<file path="config.mk">
export PLATFORM = sky130hd
export DESIGN_NAME = alu_hilo_seq
export DESIGN_NICKNAME = d
export VERILOG_FILES = /design/src/rtl/alu_hilo_seq.sv
export SDC_FILE = /design/constraint.sdc
export NUM_CORES = 1
export LEC_CHECK = 0
export ABC_AREA = 1
export ABC_CLOCK_PERIOD_IN_PS = 5000
export BUFFER_PORTS_ARGS = -buffer_cell sky130_fd_sc_hd__buf_2
export CAP_MARGIN = 20
export CELL_PAD_IN_SITES_DETAIL_PLACEMENT = 1
export CELL_PAD_IN_SITES_GLOBAL_PLACEMENT = 2
export CORE_ASPECT_RATIO = 0.5
export CORE_MARGIN = 8
export CORE_UTILIZATION = 33
export CTS_CLUSTER_DIAMETER = 40
export DETAILED_ROUTE_END_ITERATION = 10
export GPL_TIMING_DRIVEN = 0
export HOLD_SLACK_MARGIN = 0.06
export PLACE_DENSITY = 0.86
export REMOVE_ABC_BUFFERS = 1
export SYNTH_ARGS = -nofsm -noshare
export SYNTH_HDL_FRONTEND = slang
export SYNTH_SLANG_ARGS = --single-unit
</file>
<file path="constraint.sdc">
create_clock -name Clk -period 5 [get_ports Clk]
set_clock_uncertainty 0.1 [all_clocks]
set_input_delay 0.5 -clock Clk [delete_from_list [all_inputs] [get_ports Clk]]
set_output_delay 0.5 -clock Clk [all_outputs]
set_load 0.05 [all_outputs]
</file>
<file path="src/rtl/alu_hilo_seq.sv">
// alu_hilo_seq: iterative HI/LO multiply / multiply-accumulate / divide unit.
// Define ALU_HILO_DIV_EN to build the restoring divider; otherwise DIV/DIVU complete as no-ops.
module alu_hilo_seq #(
  parameter int WIDTH = 32
) (
  input  logic             Clk,
  input  logic             Rst,
  input  logic             Start,
  input  logic [2:0]       Op,
  input  logic [WIDTH-1:0] A,
  input  logic [WIDTH-1:0] B,
  output logic             Busy,
  output logic             Done,
  output logic             DivZero,
  output logic [WIDTH-1:0] HI,
  output logic [WIDTH-1:0] LO
);
  localparam int CW = $clog2(WIDTH);
  localparam logic [2:0] OP_MULT  = 3'b000;
  localparam logic [2:0] OP_MULTU = 3'b001;
  localparam logic [2:0] OP_MADD  = 3'b010;
  localparam logic [2:0] OP_MSUB  = 3'b011;
  localparam logic [2:0] OP_DIV   = 3'b100;
  localparam logic [2:0] OP_DIVU  = 3'b101;
  localparam logic [2:0] OP_MTHI  = 3'b110;
  localparam logic [2:0] OP_MTLO  = 3'b111;

  typedef enum logic {IDLE = 1'b0, RUN = 1'b1} state_e;

  state_e             state_q, state_d;
  logic [CW-1:0]      cnt_q, cnt_d;
  logic [2:0]         op_q, op_d;
  logic               neg_q, neg_d;
  logic [WIDTH-1:0]   b_q, b_d;
  logic [2*WIDTH:0]   p_q, p_d;
  logic [WIDTH-1:0]   hi_q, hi_d, lo_q, lo_d;
  logic               done_q, done_d, divzero_q, divzero_d;
`ifdef ALU_HILO_DIV_EN
  logic               rneg_q, rneg_d, dz_q, dz_d;
  logic [WIDTH:0]     div_trial;
  logic [2*WIDTH:0]   p_div;
  logic [WIDTH-1:0]   quo, rem;
`endif

  logic               accept, last, run_op, is_signed, a_neg, b_neg;
  logic [WIDTH-1:0]   a_mag, b_mag;
  logic [WIDTH:0]     mul_sum;
  logic [2*WIDTH:0]   p_mul, p_step;
  logic [2*WIDTH-1:0] prod, sprod;

  assign accept    = (state_q == IDLE) && Start;
  assign last      = (state_q == RUN) && (cnt_q == '0);
  assign is_signed = (Op == OP_MULT) || (Op == OP_MADD) || (Op == OP_MSUB) || (Op == OP_DIV);
  assign a_neg     = is_signed & A[WIDTH-1];
  assign b_neg     = is_signed & B[WIDTH-1];
  assign a_mag     = a_neg ? (~A + 1'b1) : A;
  assign b_mag     = b_neg ? (~B + 1'b1) : B;
`ifdef ALU_HILO_DIV_EN
  assign run_op    = (Op != OP_MTHI) && (Op != OP_MTLO);
`else
  assign run_op    = !Op[2];
`endif

  // Shift-add multiply: upper half accumulates, multiplier bits retire from the bottom
  assign mul_sum = p_q[2*WIDTH:WIDTH] + {1'b0, b_q};
  assign p_mul   = p_q[0] ? {1'b0, mul_sum, p_q[WIDTH-1:1]} : {1'b0, p_q[2*WIDTH:1]};

`ifdef ALU_HILO_DIV_EN
  // Restoring divide: remainder in the upper half, quotient bits shift in at the bottom
  assign div_trial = p_q[2*WIDTH-1:WIDTH-1] - {1'b0, b_q};
  assign p_div     = div_trial[WIDTH] ? {p_q[2*WIDTH-1:0], 1'b0}
                                      : {div_trial, p_q[WIDTH-2:0], 1'b1};
  assign p_step    = op_q[2] ? p_div : p_mul;
`else
  assign p_step    = p_mul;
`endif

  assign prod  = p_step[2*WIDTH-1:0];
  assign sprod = neg_q ? (~prod + 1'b1) : prod;
`ifdef ALU_HILO_DIV_EN
  assign quo   = neg_q  ? (~prod[WIDTH-1:0] + 1'b1) : prod[WIDTH-1:0];
  assign rem   = rneg_q ? (~prod[2*WIDTH-1:WIDTH] + 1'b1) : prod[2*WIDTH-1:WIDTH];
`endif

  always_ff @(posedge Clk) begin
    if (Rst) begin
      state_q   <= IDLE;
      cnt_q     <= '0;
      op_q      <= '0;
      neg_q     <= 1'b0;
      b_q       <= '0;
      p_q       <= '0;
      hi_q      <= '0;
      lo_q      <= '0;
      done_q    <= 1'b0;
      divzero_q <= 1'b0;
`ifdef ALU_HILO_DIV_EN
      rneg_q    <= 1'b0;
      dz_q      <= 1'b0;
`endif
    end else begin
      state_q   <= state_d;
      cnt_q     <= cnt_d;
      op_q      <= op_d;
      neg_q     <= neg_d;
      b_q       <= b_d;
      p_q       <= p_d;
      hi_q      <= hi_d;
      lo_q      <= lo_d;
      done_q    <= done_d;
      divzero_q <= divzero_d;
`ifdef ALU_HILO_DIV_EN
      rneg_q    <= rneg_d;
      dz_q      <= dz_d;
`endif
    end
  end

  always_comb begin
    state_d = state_q;
    case (state_q)
      IDLE:    if (Start && run_op) state_d = RUN;
      RUN:     if (last) state_d = IDLE;
      default: state_d = IDLE;
    endcase
  end

  always_comb begin
    cnt_d     = cnt_q;
    op_d      = op_q;
    neg_d     = neg_q;
    b_d       = b_q;
    p_d       = p_q;
    hi_d      = hi_q;
    lo_d      = lo_q;
    done_d    = 1'b0;
    divzero_d = 1'b0;
`ifdef ALU_HILO_DIV_EN
    rneg_d    = rneg_q;
    dz_d      = dz_q;
`endif
    if (accept) begin
      op_d  = Op;
      cnt_d = CW'(WIDTH - 1);
      neg_d = a_neg ^ b_neg;
      b_d   = b_mag;
      p_d   = {{(WIDTH+1){1'b0}}, a_mag};
`ifdef ALU_HILO_DIV_EN
      rneg_d = a_neg;
      dz_d   = Op[2] && (B == '0);
      // A zero divisor makes the divider register free, so it carries raw A for HI
      if (Op[2] && (B == '0)) b_d = A;
`endif
      case (Op)
        OP_MTHI: begin hi_d = A; done_d = 1'b1; end
        OP_MTLO: begin lo_d = A; done_d = 1'b1; end
`ifndef ALU_HILO_DIV_EN
        OP_DIV, OP_DIVU: done_d = 1'b1;
`endif
        default: ;
      endcase
    end else if (state_q == RUN) begin
      cnt_d = last ? '0 : cnt_q - 1'b1;
      p_d   = p_step;
      if (last) begin
        done_d = 1'b1;
        case (op_q)
          OP_MULT, OP_MULTU: {hi_d, lo_d} = sprod;
          OP_MADD:           {hi_d, lo_d} = {hi_q, lo_q} + sprod;
          OP_MSUB:           {hi_d, lo_d} = {hi_q, lo_q} - sprod;
`ifdef ALU_HILO_DIV_EN
          default: begin
            if (dz_q) begin
              lo_d      = '1;
              hi_d      = b_q;
              divzero_d = 1'b1;
            end else begin
              lo_d = quo;
              hi_d = rem;
            end
          end
`else
          default: ;
`endif
        endcase
      end
    end
  end

  always_comb begin
    Busy    = (state_q == RUN);
    Done    = done_q;
    DivZero = divzero_q;
    HI      = hi_q;
    LO      = lo_q;
  end
endmodule

</file>
==> results of run 1 <==
==> cell families after synthesis <==
logic type / Yosys count / synth area share [%]
compound gates: 962 / 24.0
fa+ha+maj: 171 / 9.47
buf+inv: 951 / 15.8
flops: 171 / 15.0
other cells: 1 / 0.0164
xor+xnor: 77 / 2.99
simple gates: 1745 / 32.8
==> sequential cells by signal, indices dropped and copies added (netlist names) <==
signal  count
Busy        1
b_q        32
LO         32
Done        1
p_q        64
cnt_q       5
op_q        3
HI         32
neg_q       1
==> area by class of cell <==
cell class              count  area, sq um
clock inverters            15          151
repair buffers            322         2380
multi-input cells        2956        18800
well taps                 910         1140
inverters                 811         3080
flip-flops and latches    171         3440
repair inverters            2         12.5
diodes                      1         2.50
fillers                  9207        39300
clock buffers              17          425
==> cells in the mapped netlist, types with 32 or more instances <==
library cell / n
nand2_1: 847
inv_1: 785
nor2_1: 437
a21oi_1: 372
o21ai_0: 298
nand3_1: 253
dfxtp_1: 171
ha_1: 168
clkbuf_1: 109
a31oi_1: 80
xor2_1: 64
o211ai_1: 61
nor3_1: 51
or2_2: 39
nand4_1: 32
==> worst max-delay path, delay by kind of cell (launching register included) <==
family / cells / cell delay, ns
adders and majority gates: 3 / 0.84
and+or+nand+nor: 17 / 2.35
buffers and inverters: 4 / 0.40
DFF: 1 / 0.37
xor gates and xnor gates: 1 / 0.21
AOI/OAI and AO/OA: 6 / 0.83
==> cells in the final DEF, fill, tap and decap left out, types with 62 or more instances in the layout <==
| master | count |
|---|---|
| nor2_1 | 326 |
| dfxtp_1 | 162 |
| buf_2 | 136 |
| a31oi_1 | 68 |
| ha_1 | 117 |
| nor2_2 | 62 |
| inv_2 | 82 |
| buf_4 | 160 |
| nand3_1 | 221 |
| inv_1 | 711 |
| a21oi_1 | 292 |
| o21ai_0 | 251 |
| a21oi_2 | 67 |
| nand2_1 | 789 |
==> stage by stage <==
step	instances	total power, W	hold slack [ns]
2_1_floorplan	3938	0.00469	0.329
3_3_place_gp	4983	0.00620	0.352
3_5_place_dp	4999	0.00634	0.358
4_1_cts	5116	0.00853	0.128
5_1_grt	5204	0.00994	0.170
6_report	5205	0.00945	0.160
==> power by group through the flow <==
stage               Sequential, W  Combinational [W]  Clock [W]
floorplan                 0.00184            0.00285          0
global route              0.00170            0.00669    0.00155
CTS                       0.00167            0.00534    0.00151
detailed placement        0.00170            0.00464          0
finish                    0.00169            0.00628    0.00148
global placement          0.00170            0.00450          0
==> worst paths after layout <==
| check | from | end | slack (ns) | depth (start not counted) |
|---|---|---|---|---|
| worst max-delay path | p_q[32]$_SDFFE_PP0P_ | HI[27]$_SDFFE_PP0P_ | -0.28 | 31 |
| worst min-delay path | Op[2] | Done$_SDFF_PP0_ | 0.16 | 3 |
| worst max register to register | p_q[32]$_SDFFE_PP0P_ | HI[27]$_SDFFE_PP0P_ | -0.28 | 31 |
| worst min register to register | b_q[22]$_SDFFE_PP0P_ | b_q[22]$_SDFFE_PP0P_ | 0.38 | 2 |
==> metal layers <==
layer | track usage [%] | wire [microns]
met5 | 0 | 28
met4 | 11.5 | 5230
met3 | 4.00 | 6620
met2 | 48.4 | 55300
met1 | 37.0 | 52900
==> repair_timing <==
action	4_1_cts	5_1_grt
buffers inserted	83	87
gates cloned	2	0
resized for setup	338	418
setup endpoints to repair	39	34
pin swaps	83	150
==> results.toml, run 1 <==
[route]
ant_nets = 0
drtIter0Drc = 2068
drc_errors = 0
firstDrtPassIters = 5
vias = 29000
post_drt_wl_per_cell_microns = 23.1
routed_wl_mm = 120
vias_per_cell = 5.56

[power]
swShare_pct = 55.5
p_clk_share_pct = 15.7
leakagePower_nw = 14.2
intPower_w = 0.00420
combinationalPowerShare_pct = 66.5
peakVddDrop_mv = 0.213
switchingPower_w = 0.00524
power_density_nw_per_um2 = 321
seqPwrFrac_pct = 17.9

[clock_network]
cts_root_buffer = "clkbuf_16"
clk_pin_slew_ns = 0.09
cts_hold_buf = 0
cts_sinks = 171
cts_tree = "done"
clock_latency_ns = 0.52
cts_buffers = 17
clock_path_buffers = 2
cts_max_level = 4

[worst_setup_path]
setup.worst_path.class = "register to register"
worst_setup_path_start_kind = "register"
setup.worst_path.end_class = "register"
max_stage_delay_ns = 0.43
cp_slowest_cell = "fa_2"
crit_required_ns = 5.25
cp.arrival_ns = 5.52
worstPathMaxFanout = 8

[synth]
ys_seq_elements = 171
synth_area_leaders = "dfxtp_1, nand2_1, inv_1"
syn_area_sq_um = 22800
ys_seq_area_share_pct = 15.0
syn_inst = 4078
syn_avg_cell_area_sq_um = 5.60
synth_cell_types = 66
netlist.area_leader.share_pct = 15.0
ys.flop_type = "dfxtp_1"
yosysTopAreaCell = "dfxtp_1"
yosysWarnings = 0
synth_enable_flop_cells = 0
synth-async-reset-ratio_pct = 0

[timing]
post-route-min-period_ns = 5.28
fmax_mhz = 190
fin_setup_tns_ns = -1.37
final_hold_viol_count = 0
rsz0062_at_grt = "yes"
worst_pin_slew_ns = 1.16
drv_slew = 0
worst_slack_ns = -0.275
slew_headroom_pct = 22.4
finalSetupViolations = 12
fin_crit_sh_pct = 106

[floorplanning]
start_util_pct = 33.2
die_area_sq_um = 78400
die_w_microns = 388
die_height_microns = 202
core_sq_um = 68700
pin_count = 137
num_rows = 68

[placed_design]
io_buffers = 135
place_hpwl_mm = 93.0
place_congestion = 1.01
dpl_worst_slack_ns = -1.84
dpl_cell_area_sq_um = 24500

[cells_and_area]
final_util_pct = 42.9
final_nets = 4522
fin_area_sq_um = 29500
area_growth_pct = 29.0
layout-drive-gt1-share_pct = 23.6

[status]
failed_checks = "setup timing"
outcome = "complete, but fails checks"

[hold_path]
min_path_type = "input port to register"

[grt]
track_usage_pct = 28.7
grt_max_degree = 83
grt_overflow_total = 0
grt_pass1_vias = 28700
antenna_found_initial = 7
grt_pass1_wl_mm = 176

[job]
cap_violations = 0
Note: power is estimated with default switching activity, not from simulation.
==> run 2, diff against run 1 <==
--- a/config.mk
+++ b/config.mk
@@ -21,4 +21,5 @@
 export PLACE_DENSITY = 0.86
 export REMOVE_ABC_BUFFERS = 1
+export SKIP_CTS_REPAIR_TIMING = 1
 export SYNTH_ARGS = -nofsm -noshare
 export SYNTH_HDL_FRONTEND = slang
==> constraint.sdc (replaced) <==
create_clock -name Clk -period 5 [get_ports Clk]
set_clock_uncertainty 0.1 [all_clocks]
set_input_delay 1 -clock Clk [delete_from_list [all_inputs] [get_ports Clk]]
set_output_delay 1 -clock Clk [all_outputs]
set_load 0.05 [all_outputs]
==> results.toml, run 2 (same netlist as run 1, synthesis figures left out) <==
[worst_setup_path]
timing.rr.end = "HI[27]$_SDFFE_PP0P_"
r2r-start = "p_q[32]$_SDFFE_PP0P_"
setup.worst_path.end_class = "register"
r2r_cells = 31
r2r_setup_slack_ns = -0.36
worstPathMaxFanout = 6
cp.arrival_ns = 5.61
max_stage_delay_ns = 0.43
crit_required_ns = 5.25
cp_slowest_cell = "fa_2"
worst_setup_path_start_kind = "register"
setup.worst_path.class = "register to register"

[timing]
fmax_mhz = 187
worst_slack_ns = -0.359
fin_crit_sh_pct = 107
slew_headroom_pct = 22.5
post-route-min-period_ns = 5.36
rsz0062_at_grt = "yes"
fin_setup_tns_ns = -2.86
worst_pin_slew_ns = 1.16
holdWs_ns = 0.376
drv_slew = 0
finalSetupViolations = 15
final_hold_viol_count = 0

[status]
outcome = "complete, but fails checks"
failed_checks = "setup timing"

[floorplanning]
core_sq_um = 68700
num_rows = 68
die_area_sq_um = 78400
die_w_microns = 388
die_height_microns = 202
start_util_pct = 33.2
pin_count = 137

[grt]
grt_pass1_vias = 27800
track_usage_pct = 27.8
grt_pass1_wl_mm = 170
grt_max_degree = 83
antenna_found_initial = 7
grt_overflow_total = 0

[route]
drc_errors = 0
vias_per_cell = 5.51
vias = 28400
firstDrtPassIters = 5
post_drt_wl_per_cell_microns = 22.8
routed_wl_mm = 117
ant_nets = 0
drtIter0Drc = 2019

[placed_design]
io_buffers = 135
place_hpwl_mm = 93.0
place_congestion = 1.01
dpl_worst_slack_ns = -1.84

[clock_network]
cts_max_level = 4
cts_root_buffer = "clkbuf_16"
cts_buffers = 17
cts_tree = "done"
clock_latency_ns = 0.52
clock_path_buffers = 2
cts_sinks = 171
clk_pin_slew_ns = 0.09

[cells_and_area]
area_growth_pct = 23.8
num-fill-cells = 9287
final_cell_mix = "nand2_1, inv_1, nor2_1"
final_common_cell = "nand2_1"
largest-register = "p_q"
final_nets = 4467
largest_reg_flops = 64
layout-drive-gt1-share_pct = 20.1

[hold_path]
hold_end = "b_q[24]$_SDFFE_PP0P_"
min_path_type = "register to register"
worstHoldPathCells = 2
min-delay-start = "b_q[24]$_SDFFE_PP0P_"

[power]
power_density_nw_per_um2 = 319
peakVddDrop_mv = 0.210
leakagePower_nw = 13.8

[job]
cap_violations = 0
run 2: cell types whose count changed in the layout (fill, tap and decap cells not counted), sizes merged:
cell	delta
clkbuf	+1
clkinvlp	-1
buf	-55
run 2: area by class of cell:
type	count	area, sq um	share of cell area [%]
repair inverters	1	5.00	0.0177
diodes	1	2.50	0.00885
multi-input cells	2956	18100	64.0
inverters	811	3070	10.9
clock buffers	17	425	1.51
repair buffers	268	1950	6.89
well taps	910	1140	4.03
flip-flops and latches	171	3440	12.2
clock inverters	15	151	0.536
run 2: layer usage:
layer / routed length (microns) / track usage [%] / part of all wire, % / vias up
li1: - / - / - / 13500
met1: 52800 / 36.4 / 45 / 13900
met2: 53800 / 46.5 / 46 / 796
met3: 6040 / 3.30 / 5.1 / 216
met4: 4750 / 10.6 / 4.0 / 6
met5: 33 / 0 / 0.028 / -
run 2: power breakdown:
| part | total [W] | leakage [nW] | switching (W) | internal [W] |
|---|---|---|---|---|
| logic | 0.00586 | 12.1 | 0.00401 | 0.00185 |
| clock network | 0.00148 | 0.277 | 0.000815 | 0.000666 |
| registers | 0.00168 | 1.41 | 0.000196 | 0.00149 |
| total | 0.00903 | 13.8 | 0.00502 | 0.00400 |
run 2: worst max path at each step:
| stage | from | slack [ns] | endpoint |
|---|---|---|---|
| finish | p_q[32]$_SDFFE_PP0P_ | -0.36 | HI[27]$_SDFFE_PP0P_ |
| global route | p_q[32]$_SDFFE_PP0P_ | -0.53 | HI[27]$_SDFFE_PP0P_ |
| detailed placement | p_q[0]$_SDFFE_PP0P_ | -1.84 | HI[27]$_SDFFE_PP0P_ |
| CTS | p_q[0]$_SDFFE_PP0P_ | -1.90 | HI[27]$_SDFFE_PP0P_ |
| global placement | op_q[1]$_SDFFE_PP0P_ | -9.55 | HI[19]$_SDFFE_PP0P_ |
| floorplan | Start | -1.39 | LO[13]$_SDFFE_PP0P_ |
run 2: through the flow:
step                      power, W  utilization, %  instances  instance area [sq um]
after global routing       0.00952            41.1       5149                  28300
after floorplan            0.00469               -       3938                  22300
after CTS                  0.00785            36.5       5031                  25100
after detailed placement   0.00634            35.7       4999                  24500
after global placement     0.00620            35.0       4983                  24100
final                      0.00903            41.1       5150                  28300
run 2: worst max-delay path: cells and delay by family, from the launching register on:
family	cells	cell delay, ns
and+or+nand+nor	17	2.39
adders and majority gates	3	0.87
AOI/OAI and AO/OA	6	0.81
buffers and inverters	4	0.42
DFF	1	0.37
xor gates and xnor gates	1	0.21
